[config.mk]
export PLATFORM = sky130hd
export DESIGN_NAME = sdram_apb_csr_mp
export DESIGN_NICKNAME = d
export VERILOG_FILES = /design/src/rtl/sdram_apb_csr_mp.sv
export SDC_FILE = /design/constraint.sdc
export NUM_CORES = 1
export LEC_CHECK = 0
export CAP_MARGIN = 20
export CORE_ASPECT_RATIO = 0.6
export CORE_MARGIN = 3
export CORE_UTILIZATION = 45
export CTS_BUF_LIST = sky130_fd_sc_hd__clkbuf_4
export DETAILED_ROUTE_END_ITERATION = 7
export PLACE_DENSITY = 0.69
export SLEW_MARGIN = 10
export SYNTH_ARGS = -nofsm -noshare
export SYNTH_HDL_FRONTEND = slang
export SYNTH_SLANG_ARGS = --single-unit
[constraint.sdc]
create_clock -name PCLK -period 14 [get_ports PCLK]
set_clock_uncertainty 0.15 [all_clocks]
set_input_delay 2.1 -clock PCLK [delete_from_list [all_inputs] [get_ports PCLK]]
set_output_delay 2.1 -clock PCLK [all_outputs]
set_load 0.01 [all_outputs]
[src/rtl/sdram_apb_csr_mp.sv]
// sdram_apb_csr_mp: APB CSR block with shadow/active SDRAM config and handshaked update to the controller.
// Optional: define SDRAM_CSR_PROT_EN to make CTRL[29] a privilege-protect bit.
module sdram_apb_csr_mp #(
  parameter int PORTS        = 4,
  parameter int PADDR_SIZE   = 6,
  parameter int PDATA_SIZE   = 32,
  parameter int INIT_DLY_CNT = 2500,
  parameter int UPD_TIMEOUT  = 255
) (
  input  logic                  PCLK,
  input  logic                  PRESET,
  input  logic                  PSEL,
  input  logic                  PENABLE,
  input  logic [PADDR_SIZE-1:0] PADDR,
  input  logic                  PWRITE,
  input  logic [3:0]            PSTRB,
  input  logic [2:0]            PPROT,
  input  logic [PDATA_SIZE-1:0] PWDATA,
  output logic [PDATA_SIZE-1:0] PRDATA,
  output logic                  PREADY,
  output logic                  PSLVERR,
  output logic [31:0]           csr_ctrl_o,
  output logic [31:0]           csr_timing_o,
  output logic [15:0]           csr_tref_o,
  output logic [PORTS*16-1:0]   port_cfg_o,
  output logic                  upd_req_o,
  input  logic                  upd_ack_i,
  output logic                  init_done_o
);
  localparam int TW = UPD_TIMEOUT > 0 ? $clog2(UPD_TIMEOUT + 1) : 1;
  localparam int IW = INIT_DLY_CNT > 0 ? $clog2(INIT_DLY_CNT + 1) : 1;
  localparam int AW = PADDR_SIZE - 2;
  localparam logic [TW-1:0] TMAX = TW'(UPD_TIMEOUT);
  localparam logic [AW-1:0] PN = AW'(PORTS);
  localparam logic [AW-1:0] W_CTRL = AW'(0);
  localparam logic [AW-1:0] W_TIMING = AW'(1);
  localparam logic [AW-1:0] W_TREF = AW'(2);
  localparam logic [AW-1:0] W_STATUS = AW'(3);
  localparam logic [AW-1:0] W_CFG = AW'(4);
  typedef enum logic [1:0] {IDLE, REQ, DONE} state_t;
  state_t state;
  logic [31:0] sh_ctrl, sh_timing, wm_ctrl, wm_timing, rdata;
  logic [15:0] sh_tref, cfg_rd, wm_tref, wm_cfg;
  logic [PORTS*16-1:0] sh_cfg;
  logic [TW-1:0] timer;
  logic [IW-1:0] init_cnt;
  logic [AW-1:0] word, pw;
  logic upd_to, setup, accept, aligned, is_ctrl, is_timing, is_tref, is_status, is_cfg, prot_block, reg_ok;
  function automatic logic [15:0] merge16(input logic [15:0] old, input logic [15:0] d, input logic [1:0] s);
    return {s[1] ? d[15:8] : old[15:8], s[0] ? d[7:0] : old[7:0]};
  endfunction
  function automatic logic [31:0] merge32(input logic [31:0] old, input logic [31:0] d, input logic [3:0] s);
    return {merge16(old[31:16], d[31:16], s[3:2]), merge16(old[15:0], d[15:0], s[1:0])};
  endfunction
`ifdef SDRAM_CSR_PROT_EN
  localparam logic [31:0] CTRL_WMASK = 32'hBFFF_FFFF;
  assign prot_block = sh_ctrl[29] & ~PPROT[0];
`else
  localparam logic [31:0] CTRL_WMASK = 32'h9FFF_FFFF;
  assign prot_block = 1'b0;
`endif
  logic unused_prot;
  assign unused_prot = ^PPROT;
  assign word = PADDR[PADDR_SIZE-1:2];
  assign pw = word - W_CFG;
  assign aligned = PADDR[1:0] == 2'b00;
  assign setup = PSEL & ~PENABLE;
  assign accept = state == IDLE || (state == DONE && !PENABLE);
  assign is_ctrl = aligned && word == W_CTRL;
  assign is_timing = aligned && word == W_TIMING;
  assign is_tref = aligned && word == W_TREF;
  assign is_status = aligned && word == W_STATUS;
  assign is_cfg = aligned && word >= W_CFG && pw < PN;
  assign reg_ok = (is_ctrl | is_timing | is_tref | is_status | is_cfg) & ~(PWRITE & is_status) & ~prot_block;
  always_comb begin
    cfg_rd = '0;
    for (int p = 0; p < PORTS; p++) cfg_rd = pw == AW'(p) ? sh_cfg[16*p+:16] : cfg_rd;
  end
  // bit 30 is never stored: it mirrors init_done_o on read; bit 31 stays 0 until power-up delay ends
  assign wm_ctrl = merge32(sh_ctrl, PWDATA, PSTRB) & CTRL_WMASK & {init_done_o, 31'h7FFF_FFFF};
  assign wm_timing = merge32(sh_timing, PWDATA, PSTRB);
  assign wm_tref = merge16(sh_tref, PWDATA[15:0], PSTRB[1:0]);
  assign wm_cfg = merge16(cfg_rd, PWDATA[15:0], PSTRB[1:0]);
  assign rdata = is_ctrl ? (sh_ctrl | {1'b0, init_done_o, 30'b0}) :
                 is_timing ? sh_timing :
                 is_tref ? {16'b0, sh_tref} :
                 is_status ? {29'b0, upd_to, init_done_o, upd_req_o} :
                 is_cfg ? {16'b0, cfg_rd} : '0;
  always_ff @(posedge PCLK or posedge PRESET)
    if (PRESET) begin
      init_cnt <= IW'(INIT_DLY_CNT);
      init_done_o <= 1'b0;
    end else if (init_cnt != '0) init_cnt <= init_cnt - 1'b1;
    else init_done_o <= 1'b1;
  always_ff @(posedge PCLK or posedge PRESET)
    if (PRESET) begin
      state <= IDLE;
      PREADY <= 1'b1;
      PSLVERR <= 1'b0;
      PRDATA <= '0;
      upd_req_o <= 1'b0;
      upd_to <= 1'b0;
      timer <= '0;
      sh_ctrl <= '0;
      sh_timing <= '0;
      sh_tref <= 16'd128;
      sh_cfg <= '0;
      csr_ctrl_o <= '0;
      csr_timing_o <= '0;
      csr_tref_o <= 16'd128;
      port_cfg_o <= '0;
    end else if (accept) begin
      state <= IDLE;
      if (setup) begin
        PSLVERR <= ~reg_ok;
        if (!PWRITE) PRDATA <= reg_ok ? rdata : '0;
        if (PWRITE && reg_ok) begin
          state <= REQ;
          PREADY <= 1'b0;
          upd_req_o <= 1'b1;
          timer <= '0;
          if (is_ctrl) sh_ctrl <= wm_ctrl;
          if (is_timing) sh_timing <= wm_timing;
          if (is_tref) sh_tref <= wm_tref;
          for (int p = 0; p < PORTS; p++)
            if (is_cfg && pw == AW'(p)) sh_cfg[16*p+:16] <= wm_cfg;
        end
      end
    end else if (state == REQ) begin
      if (upd_ack_i) begin
        csr_ctrl_o <= sh_ctrl;
        csr_timing_o <= sh_timing;
        csr_tref_o <= sh_tref;
        port_cfg_o <= sh_cfg;
        upd_req_o <= 1'b0;
        upd_to <= 1'b0;
        PREADY <= 1'b1;
        PSLVERR <= 1'b0;
        state <= DONE;
      end else if (timer == TMAX) begin
        upd_req_o <= 1'b0;
        upd_to <= 1'b1;
        PREADY <= 1'b1;
        PSLVERR <= 1'b1;
        state <= DONE;
      end else timer <= timer + 1'b1;
    end
endmodule

==> summary.md <==
| Metric | Value |
|---|---|
| Hold Path Class | `reg2reg` |
| Starting density of the core | `0.467` |
| Post-CTS Setup Repair Bufs | `0` |
| Final Max Slew Viols | `0` |
| Post-route cell area | `18000 sq um` |
| Detailed Route WL | `~39000 um` |
| DRC viols | `0` |
| Storage element area | `roughly 8600 sq um` |
| Ys async rst share | `1.00` |
| Die Wd | `approximately 240 um` |
| RD Place Congestion | `roughly 0.85` |
| Max Cap Violations | `0` |
| DR vias/cell | `5.49` |
| # port buffers | `225` |
| DP Wirelength | `26300 um` |
| FILL cells | `about 2500` |
| First-pass GRT wire length | `approximately 60000 um` |
| Setup crit end kind | `register` |
| Final hold violations | `0` |
| Post-DR wirelength/cell | `roughly 21 um` |
| Syn Std Cell Area | `between 10000 and 15000 sq um` |
| Pre-antenna DRT Iters | `5` |
| H-tree levels | `3` |
| Fin crit share | `0.353` |
| RSZ-0062 raised after global routing | `no` |
| CTS clk-pin slew, worst paths | `0.07 ns` |
| Layout cells sized above 1 | `0.278` |
| Power per cell area | `between 100 and 150 nW/um^2` |
| Grt peak-use layer | `met1` |
| GR Util met1 | `0.333` |
| Yosys cell types | `59` |
| CP Class | `in2reg` |
| Largest net degree at the start of global routing | `135` |
| Worst skew pair latency | `around 0.75 ns` |
| Final cell count without fillers | `approximately 1900` |
| Cells after Synth | `1139` |
| Sequential area share after synthesis | `0.602` |
| Area Growth Syn to Fin | `26.1%` |
| Root Buffer | `clkbuf_4` |
| Leak | `around 8.6 nW` |
| Outcome | `completed` |
| Placed Area | `approximately 17000 sq um` |
| Cells after DPL | `between 1500 and 2000` |
| Post-Route Utilization | `0.588` |
| Met3 Usage GRT | `0.0709` |
| CTS Buf Count | `80` |
| Number of primary I/O pins | `roughly 230` |
| Num rows | `a little under 50` |
| Grt met2 use | `0.331` |
| Hold buffer count at CTS | `0` |
| Crit-path max FO | `22` |
| Worst slew margin | `0.334` |
| Initial DRC count | `~850` |
| Die Y | `144 um` |
| Worst-Margin Slew | `a little under 1 ns` |
| Overall power | `0.00215 W` |
| Total number of vias | `10300` |
| Die ar. | `around 34000 sq um` |
| Tot GR Track Use | `0.228` |
| Grt ovf | `0` |
| CP arrival | `~5.4 ns` |
| Clock tree buffer depth | `3` |
| Fmax | `slightly above 200 MHz` |
| Placeable Area | `30600 sq um` |
| Max VDD drop | `roughly 65 uV` |
| Vias in the first global route | `about 10000` |
| Setup TNS | `0 ns` |
| Multi-input gate area | `roughly 5300 sq um` |
| Syn Area/Cell | `approximately 13 sq um` |
| Final net count | `around 1500` |
| Post-CTS sizing | `0` |
| Detail Route Antenna Nets | `0` |
| Post-synth EDFFs | `0` |
| Ys flop type | `dfrtp_1` |
| Minimum clock period | `between 4 and 5 ns` |
| Required time worst endpoint | `approximately 14 ns` |
| YS warnings | `0` |
| CTS tree | `yes` |
| Endpoints failing setup | `0` |
| Initial antenna violation count | `4` |
| #FFs+latches synth | `343` |
| Startpoint Class | `input pin` |
| Sink Count | `about 340` |
-- worst max-delay path, cell delays in order --
cell,delay [ns]
clkdlybuf4s50_1,0.66
and2b_1,0.75
and3_1,0.86
nand2_1,0.53
buf_16,0.32
nand2_1,0.09
o21ai_0,0.08
-- per-stage QoR --
| step | hold WS (ns) | worst slack, ns |
|---|---|---|
| after floorplan | 0.300 | 2.25 |
| after global placement | 0.316 | 8.04 |
| after detailed placement | 0.323 | 8.02 |
| after CTS | 0.339 | 8.83 |
| after global routing | 0.361 | 9.03 |
| final | 0.336 | 9.06 |
-- registers in the layout (all words and copies together) (netlist names) --
| name | cells |
|---|---|
| port_cfg_o | 64 |
| sh_cfg | 64 |
| PRDATA | 32 |
| csr_timing_o | 32 |
| sh_timing | 32 |
| csr_ctrl_o | 30 |
| sh_ctrl | 30 |
| csr_tref_o | 16 |
| sh_tref | 16 |
| init_cnt | 12 |
| timer | 8 |
| state | 2 |
| PREADY | 1 |
| PSLVERR | 1 |
| init_done_o | 1 |
| upd_req_o | 1 |
| upd_to | 1 |
-- synthesized netlist by cell type, types with 3 or more instances --
cell type  number  area (sq um)
o41ai_1         3          26.3
nand3_1         5          25.0
o21ai_0       100           500
o211ai_1       12          90.1
nor3_1         20           100
a222oi_1       14           140
a22o_1         16           140
nor2b_1         3          18.8
o22a_1          4          35.0
mux2i_1         6          60.1
mux2_2        222          2500
a32o_1          3          30.0
dfstp_2         8           210
nand2b_1       29           181
buf_4           6          45.0
dfrtp_1       335          8380
and3_1          9          56.3
a32oi_1        11          96.3
nor2_1         27           101
xnor2_1         3          26.3
inv_1          35           131
a21oi_1        32           160
xor2_1          3          26.3
buf_2          13          65.1
clkbuf_1       47           176
nand2_1       114           428
nand4_1         3          18.8
a22oi_1        13          97.6
-- path summary, 6_finish.rpt --
path	from	to	slack (ns)	cells after the start
hold / removal	sh_cfg[18]	sh_cfg[18]	0.34	2
min in group asynchronous	PRESET	port_cfg_o[57]	1.79	2
hold reg to reg	sh_cfg[18]	sh_cfg[18]	0.34	2
setup reg to reg	state[0]	sh_tref[0]	11.15	4
max in group asynchronous	PRESET	PRDATA[28]	9.62	4
setup / recovery	PADDR[4]	sh_cfg[54]	9.06	7
-- layout by cell type (no fill, tap or decap), types with 3 or more instances in the layout --
cell type | Yosys | final
xnor2_1 | 3 | 3
a22o_1 | 16 | 16
clkinv_1 | 0 | 8
nand4_1 | 3 | 3
nor2_1 | 27 | 27
diode_2 | 0 | 3
mux2_2 | 222 | 222
nand3_1 | 5 | 5
o41ai_1 | 3 | 3
mux2i_1 | 6 | 6
buf_16 | 0 | 3
buf_4 | 6 | 14
nand2b_1 | 29 | 28
o211ai_1 | 12 | 12
a32oi_1 | 11 | 11
and3_1 | 9 | 9
clkdlybuf4s50_1 | 0 | 223
a22oi_1 | 13 | 13
a21oi_1 | 32 | 32
dfrtp_1 | 335 | 335
o22a_1 | 4 | 4
nor2b_1 | 3 | 3
inv_1 | 35 | 34
xor2_1 | 3 | 3
a222oi_1 | 14 | 14
clkbuf_4 | 0 | 131
a32o_1 | 3 | 3
o21ai_0 | 100 | 100
nor3_1 | 20 | 19
nand2_1 | 114 | 113
dfstp_2 | 8 | 8
-- cell type report --
class	count	share of cell area
tap	408	0.0284
clock buffer	131	0.0546
antenna	3	0.000417
sequential	343	0.477
timing repair buffer	243	0.136
multi-input combinational	695	0.294
inverter	35	0.00771
clock inverter	11	0.00236
-- logic make-up (layout without fill, tap and decap cells) --
group,after synthesis,count (layout),share of synthesized area
flops,343,343,0.602
simple gates,234,234,0.0817
fa+ha+maj,2,2,0.00175
buf+inv,102,420,0.0295
mux,230,230,0.182
compound gates,221,221,0.0990
other cells,1,5,0.000263
xor+xnor,6,6,0.00368
-- metal layers --
metal | up-vias | wire length, um
li1 | 4651 | -
met1 | 5193 | 18500
met2 | 343 | 16900
met3 | 65 | 2640
met4 | 4 | 752
met5 | - | 31
-- power breakdown --
part	internal [W]	switching, W	leakage [nW]
logic	0.000123	0.000144	3.23
registers	0.00103	0.0000332	4.72
clock network	0.000420	0.000397	0.628
total	0.00158	0.000575	8.58
(Power assumes the default switching activity.)
